File: config.mk
export PLATFORM = sky130hd
export DESIGN_NAME = seq_shifter8
export DESIGN_NICKNAME = d
export VERILOG_FILES = /design/src/rtl/seq_shifter8.sv
export SDC_FILE = /design/constraint.sdc
export NUM_CORES = 1
export LEC_CHECK = 0
export ABC_AREA = 1
export CORE_MARGIN = 4
export CORE_UTILIZATION = 34
export CTS_BUF_LIST = sky130_fd_sc_hd__clkbuf_4 sky130_fd_sc_hd__clkbuf_8
export DETAILED_ROUTE_END_ITERATION = 10
export SETUP_SLACK_MARGIN = 0.3
export SYNTH_ARGS = -nofsm -noshare
export SYNTH_HDL_FRONTEND = slang
export SYNTH_SLANG_ARGS = --single-unit
File: constraint.sdc
create_clock -name clk -period 1.64 [get_ports clk]
set_input_delay 0.328 -clock clk [delete_from_list [all_inputs] [get_ports clk]]
set_output_delay 0.328 -clock clk [all_outputs]
set_load 0.005 [all_outputs]
File: src/rtl/seq_shifter8.sv
// seq_shifter8: one-bit-per-clock left/right logical/arithmetic shifter with start/done handshake.
module seq_shifter8 #(
    parameter int WIDTH = 8,
    parameter int SHW = 3
) (
    input  logic             clk,
    input  logic             rst,
    input  logic             start,
    input  logic [WIDTH-1:0] din,
    input  logic [SHW-1:0]   shamt,
    input  logic             LR,
    input  logic             AL,
    output logic             ready,
    output logic             busy,
    output logic             done,
    output logic [WIDTH-1:0] dout
);
    typedef enum logic [1:0] {IDLE, SHIFT, DONE} state_t;
    state_t           state;
    logic [WIDTH-1:0] sr, sh;
    logic [SHW-1:0]   cnt;
    logic             lr_q, al_q;
    assign ready = state == IDLE;
    assign busy  = !ready;
    assign done  = state == DONE;
    always_comb sh = lr_q ? {sr[WIDTH-2:0], 1'b0} : {al_q & sr[WIDTH-1], sr[WIDTH-1:1]};
    always_ff @(posedge clk) begin
        if (rst) begin
            state <= IDLE;
            sr    <= '0;
            cnt   <= '0;
            lr_q  <= 1'b0;
            al_q  <= 1'b0;
            dout  <= '0;
        end else begin
            case (state)
                IDLE: if (start) begin
                    sr   <= din;
                    cnt  <= shamt;
                    lr_q <= LR;
                    al_q <= AL;
                    if (shamt == '0) begin
                        state <= DONE;
                        dout  <= din;
                    end else state <= SHIFT;
                end
                SHIFT: begin
                    sr  <= sh;
                    cnt <= cnt - 1'b1;
                    // dout takes the post-shift value on the edge that enters DONE
                    if (cnt == SHW'(1)) begin
                        state <= DONE;
                        dout  <= sh;
                    end
                end
                default: state <= IDLE;
            endcase
        end
    end
endmodule

==> results.toml <==
[drt]
avgViaCountPerCell = 4.416
dr_total_vias = 1210
first_iter_violations = 52
drc = 0
wl_per_cell_um = 10.61
dr.pass1.iters = 4
routed_wl_um = 2907
ant_nets = 0

[power_and_ir_drop]
combPwrFrac_pct = 36.3
irDropWorstVdd_mv = 0.4691
p_sw_share_pct = 34.72
leakage_nw = 0.8367
intPower_uw = 994.4
power_frac_clock_pct = 18.0
power_density_nw_per_um2 = 908.5
seqPwrFrac_pct = 45.7
p_sw_uw = 528.8

[floorplan]
die_w_um = 67.53
num_rows = 21
die-area_um2 = 4560
core_area_um2 = 3390
start_util_pct = 35.55
die_h_um = 67.53
ios = 27

[yosys]
ys_warn_count = 0
ys_seq_area_share_pct = 38.21
synth-xor-area-share_pct = 0
synth_area_um2 = 1205
synthAdderAreaFrac_pct = 2.077
synth-seq-cells = 23
synth_area_per_cell_um2 = 6.478
syn_inst = 186
syn_nets = 204
synth-simple-area-share_pct = 35.20
synth_top_family_by_area = "simple AND/OR/NAND/NOR gates"
ys_types = 20
synth-compound-area-share_pct = 12.67
synthMuxAreaShare_pct = 0

[global_route]
use_met2_pct = 22.72
grt_first_pass_wirelength_um = 4712
grt_usage_pct = 13.41
grt_max_degree = 16
grt_pass1_vias = 1087
overflow = 0
met3_usage_pct = 3.661
antenna_found_initial = 0
top_usage_layer = "met2"
met1_usage_pct = 17.14

[setup_path]
r2r-end = "cnt[1]"
worstSetupStartpoint = "state[1]"
cp_cell_sequence = "buf_6 > inv_2 > nor2_1 > buf_2"
crit_slowest_cell = "dfxtp_2"
rrSetupSlack_ns = 0.35
worstSetupPathType = "flop to output port"
critPathCapture = "done"
crit_cells = 4
crit_arrival_ns = 1.02
crit_required_ns = 1.31
r2r_start = "state[0]"
cpPeakStageDelay_ns = 0.39
cp_max_fo = 4
critPathTopFamily = "flip-flops"
endpoint_kind = "output port"
worst-path-buf-inv = 3
r2r_cells = 6
cp-start-kind = "flop"

[timing]
tightest_slew_ns = 0.2485
post-route-period-util_pct = 82.48
relSlewSlack_pct = 83.41
fmax_mhz = 739.3
tns_ns = 0
worst_clock_skew_ns = 0.003674
rsz0062_at_grt = "true"
drv_slew = 0
period_minus_slack_ns = 1.353
setup_violations = 0
hold_viol = 0

[final_layout]
final_cell_mix = "49 x nand2_1, 38 x nor2_1, 25 x inv_1, 15 x clkdlybuf4s50_1, 14 x o21ai_0"
regArea_um2 = 476.7
fillCellCount = 342
nNetsFinal = 247
area_growth_syn_to_layout_pct = 39.15
num_antenna_cells = 0
multi_input_area_um2 = 634.4
drive_gt1_share_pct = 19.30
utilization_pct = 49.46
final_common_cell = "nand2_1"

[worst_hold_path]
hold_path_class = "flop to flop"

[place]
dp_hpwl_um = 2051
port_buffers = 26
gp_congestion = 0.7731

[run]
max_cap_viol_count = 0

[cts]
clk_pin_slew_ns = 0.13
cts_tree = "built"
root_buffer = "clkbuf_4"
cts-buffers-inserted = 3
cts_max_path_buffers = 2
htree_levels = 1
holdBufCountCts = 0
numClockSinks = 23
clk_latency_ns = 0.32

[outcome]
outcome = "finished, final reports clean"
[kinds of logic after synthesis]
kind of cell | count (synthesis)
and+or+nand+nor | 100
buffers and inverters | 34
AOI/OAI and AO/OA | 27
DFF | 23
adders and majority gates | 2
[worst register-to-register path: stages, from the launching register on]
cell and delay, ns:
dfxtp_4 0.38, buf_6 0.12, o21ai_2 0.19, inv_2 0.12, buf_4 0.17, o21ai_0 0.17
nor2_1 0.05
[area by class of cell]
class | count | share of cell area [%]
Sequential cell | 23 | 28.43
Multi-Input combinational cell | 130 | 37.84
Inverter | 29 | 6.493
Tap cell | 46 | 3.433
Timing Repair Buffer | 42 | 22.16
Clock buffer | 3 | 1.343
Clock inverter | 1 | 0.2985
[per-layer routing]
metal / share of wire, % / routed length, um
met1: 49 / 1421
met5: 0 / 0
met4: 0.58 / 17
met2: 47 / 1359
met3: 3.7 / 109
[sequential cells by signal, indices dropped and copies added (netlist names)]
register  cells
cnt           3
sr            8
lr_q          1
state         2
dout          8
al_q          1
[power by group through the flow]
stage / Sequential [mW] / Clock [mW] / Combinational, mW
5_1_grt: 0.708 / 0.305 / 0.631
2_1_floorplan: 0.697 / 0 / 0.313
4_1_cts: 0.696 / 0.289 / 0.505
6_report: 0.696 / 0.274 / 0.553
3_3_place_gp: 0.705 / 0 / 0.513
3_5_place_dp: 0.705 / 0 / 0.515
[timing repair]
item	4_1_cts	5_1_grt
cloned	0	1
gates resized for setup	31	6
pin swaps	0	3
buffers inserted	2	4
endpoints found under the setup margin	11	15
[stage by stage]
| stage | instances | hold slack [ns] | worst slack, ns | power (mW) | instance area [um^2] |
|---|---|---|---|---|---|
| 2_1_floorplan | 186 | 0.3971 | 0.4590 | 1.009 | 1205 |
| 3_3_place_gp | 263 | 0.4568 | 0.05821 | 1.217 | 1564 |
| 3_5_place_dp | 263 | 0.4576 | 0.05712 | 1.220 | 1564 |
| 4_1_cts | 269 | 0.4766 | 0.2105 | 1.490 | 1613 |
| 5_1_grt | 274 | 0.5077 | 0.2212 | 1.644 | 1677 |
| 6_report | 274 | 0.4793 | 0.2874 | 1.523 | 1677 |
[cells in the mapped netlist (all sizes together)]
cell type | instances | area (um^2)
dfxtp | 23 | 460.4
a21oi | 7 | 35.03
inv | 28 | 105.1
o211ai | 4 | 30.03
nand2 | 51 | 196.4
nand4 | 1 | 6.260
o21ai | 16 | 87.59
clkinv | 1 | 3.750
nor2 | 40 | 168.9
ha | 2 | 25.02
nand3 | 8 | 52.55
buf | 5 | 33.78
[how the worst min path moves through the flow]
stage / from / endpoint / slack, ns / cells past startpoint
final: sr[7] / sr[7] / 0.48 / 2
after global placement: sr[7] / sr[7] / 0.46 / 2
after global routing: sr[7] / sr[7] / 0.51 / 2
after detailed placement: sr[7] / sr[7] / 0.46 / 2
after floorplan: rst / cnt[0] / 0.40 / 1
after CTS: sr[7] / sr[7] / 0.48 / 2
(Power assumes the default switching activity.)
==> RTL change: new RTL, config.mk and constraints unchanged <==
Re-encode `state_t` (3 states) as one-hot, 3 bits wide.
--- a/src/rtl/seq_shifter8.sv
+++ b/src/rtl/seq_shifter8.sv
@@ -16,5 +16,5 @@
     output logic [WIDTH-1:0] dout
 );
-    typedef enum logic [1:0] {IDLE, SHIFT, DONE} state_t;
+    typedef enum logic [2:0] {IDLE = 3'b001, SHIFT = 3'b010, DONE = 3'b100} state_t;
     state_t           state;
     logic [WIDTH-1:0] sr, sh;
Behaviour: no difference found for any inputs over 10 cycles, from zero or initial values and one cycle with rst high; not proved beyond that.
==> RTL change against the original RTL <==
Design area is 4.5% higher. Power is 8.7% higher. Worst setup slack worse by 90 ps. Routed wire length is 7.1% higher. Sequential cell count is 1 higher. Clock power is 61% higher. Final cell count is 1.1% lower. Area after synthesis is 0.52% lower. Largest cell class unchanged.
==> RTL change: results <==
{
  "layout.nets": 244,
  "reg.largest.list": "dout (8), sr (8)",
  "vias": 1259,
  "gp_congestion": 0.809,
  "p_clk_mw": 0.441,
  "grt_max_degree": 23,
  "cts_resized": 31,
  "drive_gt1_share_pct": 24.9,
  "p_leak_nw": 0.857,
  "yosys-top-cells-area": "dfxtp_1, nand2_1, o21ai_0, nor2_1, inv_1",
  "synth_warnings": 0,
  "drt_iter0_drc": 74,
  "routedWlPerCell_um": 11.5,
  "placed_area_mm2": 0.00155,
  "grt_pass1_wl_um": 4900,
  "synth_common_cells": "nand2_1, nor2_1, o21ai_0",
  "clock_skew_ps": 10.6,
  "status": "finished clean",
  "syn-num-nets": 201,
  "diodes": 0,
  "ys_seq_area_share_pct": 40.1,
  "critPathMaxFanout": 3,
  "dp_hpwl_um": 2070,
  "swShare_pct": 30.2,
  "n_fill_cell": 367,
  "grt_pass1_vias": 1095,
  "seq_cell_power_mw": 0.722,
  "clk_pin_slew_ps": 150,
  "htreeDepth": 1,
  "track_usage_pct": 13.9,
  "cp_data_arrival_time_ps": 1110,
  "synthDistinctLibCells": 19,
  "postCtsSetupRepairBufs": 3,
  "min_from": "dout[1]",
  "power_frac_seq_pct": 43.6,
  "first_pass_iters": 4,
  "worstMarginPinSlew_ps": 275,
  "max-vdd-ir-drop_mv": 0.390
}
## RTL change: cell count changes after synthesis, sizes merged
cell    before  now
clkbuf       0    1
clkinv       1    0
o211ai       4    1
nor3         0    1
inv         28   22
dfxtp       23   24
o21ai       16   25
a21oi        7    8
nand2       51   50
nand3        8    7
buf          5    6
nand4        1    2
a211oi       0    1
nor2        40   33
## RTL change: worst paths after layout
kind	end	slack (ps)	cells past startpoint
max	done	200	4
min	dout[1]	490	2
max reg2reg	dout[3]	290	8
min reg2reg	dout[1]	490	2
## RTL change: cell type report
class | count | area [µm²] | area share [%]
multi-input combinational | 130 | 634 | 36.2
sequential | 24 | 499 | 28.5
timing repair buffer | 45 | 423 | 24.1
tap | 46 | 57.6 | 3.29
clock inverter | 1 | 30.0 | 1.71
inverter | 22 | 85.1 | 4.86
clock buffer | 3 | 22.5 | 1.29
## RTL change: worst max-delay path, stage by stage (launching register included)
cell	delay, ps
dfxtp_2	350
buf_4	130
buf_6	120
nor3_2	80
buf_2	130
## RTL change: through the flow
stage	setup slack [ps]	hold slack, ps	util (%)	TNS [ps]	cells
final	197	488	52.1	0	271
after CTS	123	493	48.8	0	262
after detailed placement	-13.6	478	46.0	-16.2	255
after global routing	124	513	52.1	0	271
after global placement	36.8	467	46.0	0	255
after floorplan	407	397	-	0	183
## RTL change: routing by layer
metal	vias up	GRT usage [%]	share of wire, %	wire length, µm
met5	-	0	0	0
met4	0	4.56	0.55	17
met3	2	2.16	3.5	109
met2	28	22.0	48	1500
met1	570	19.1	48	1490
li1	659	-	-	-
## RTL change: logic make-up after synthesis
logic type | count (synthesis) | synth area share [%]
AOI/OAI and AO/OA | 35 | 15.0
adders and majority gates | 2 | 2.09
DFF | 24 | 40.1
buffers and inverters | 29 | 10.8
and+or+nand+nor | 93 | 32.0
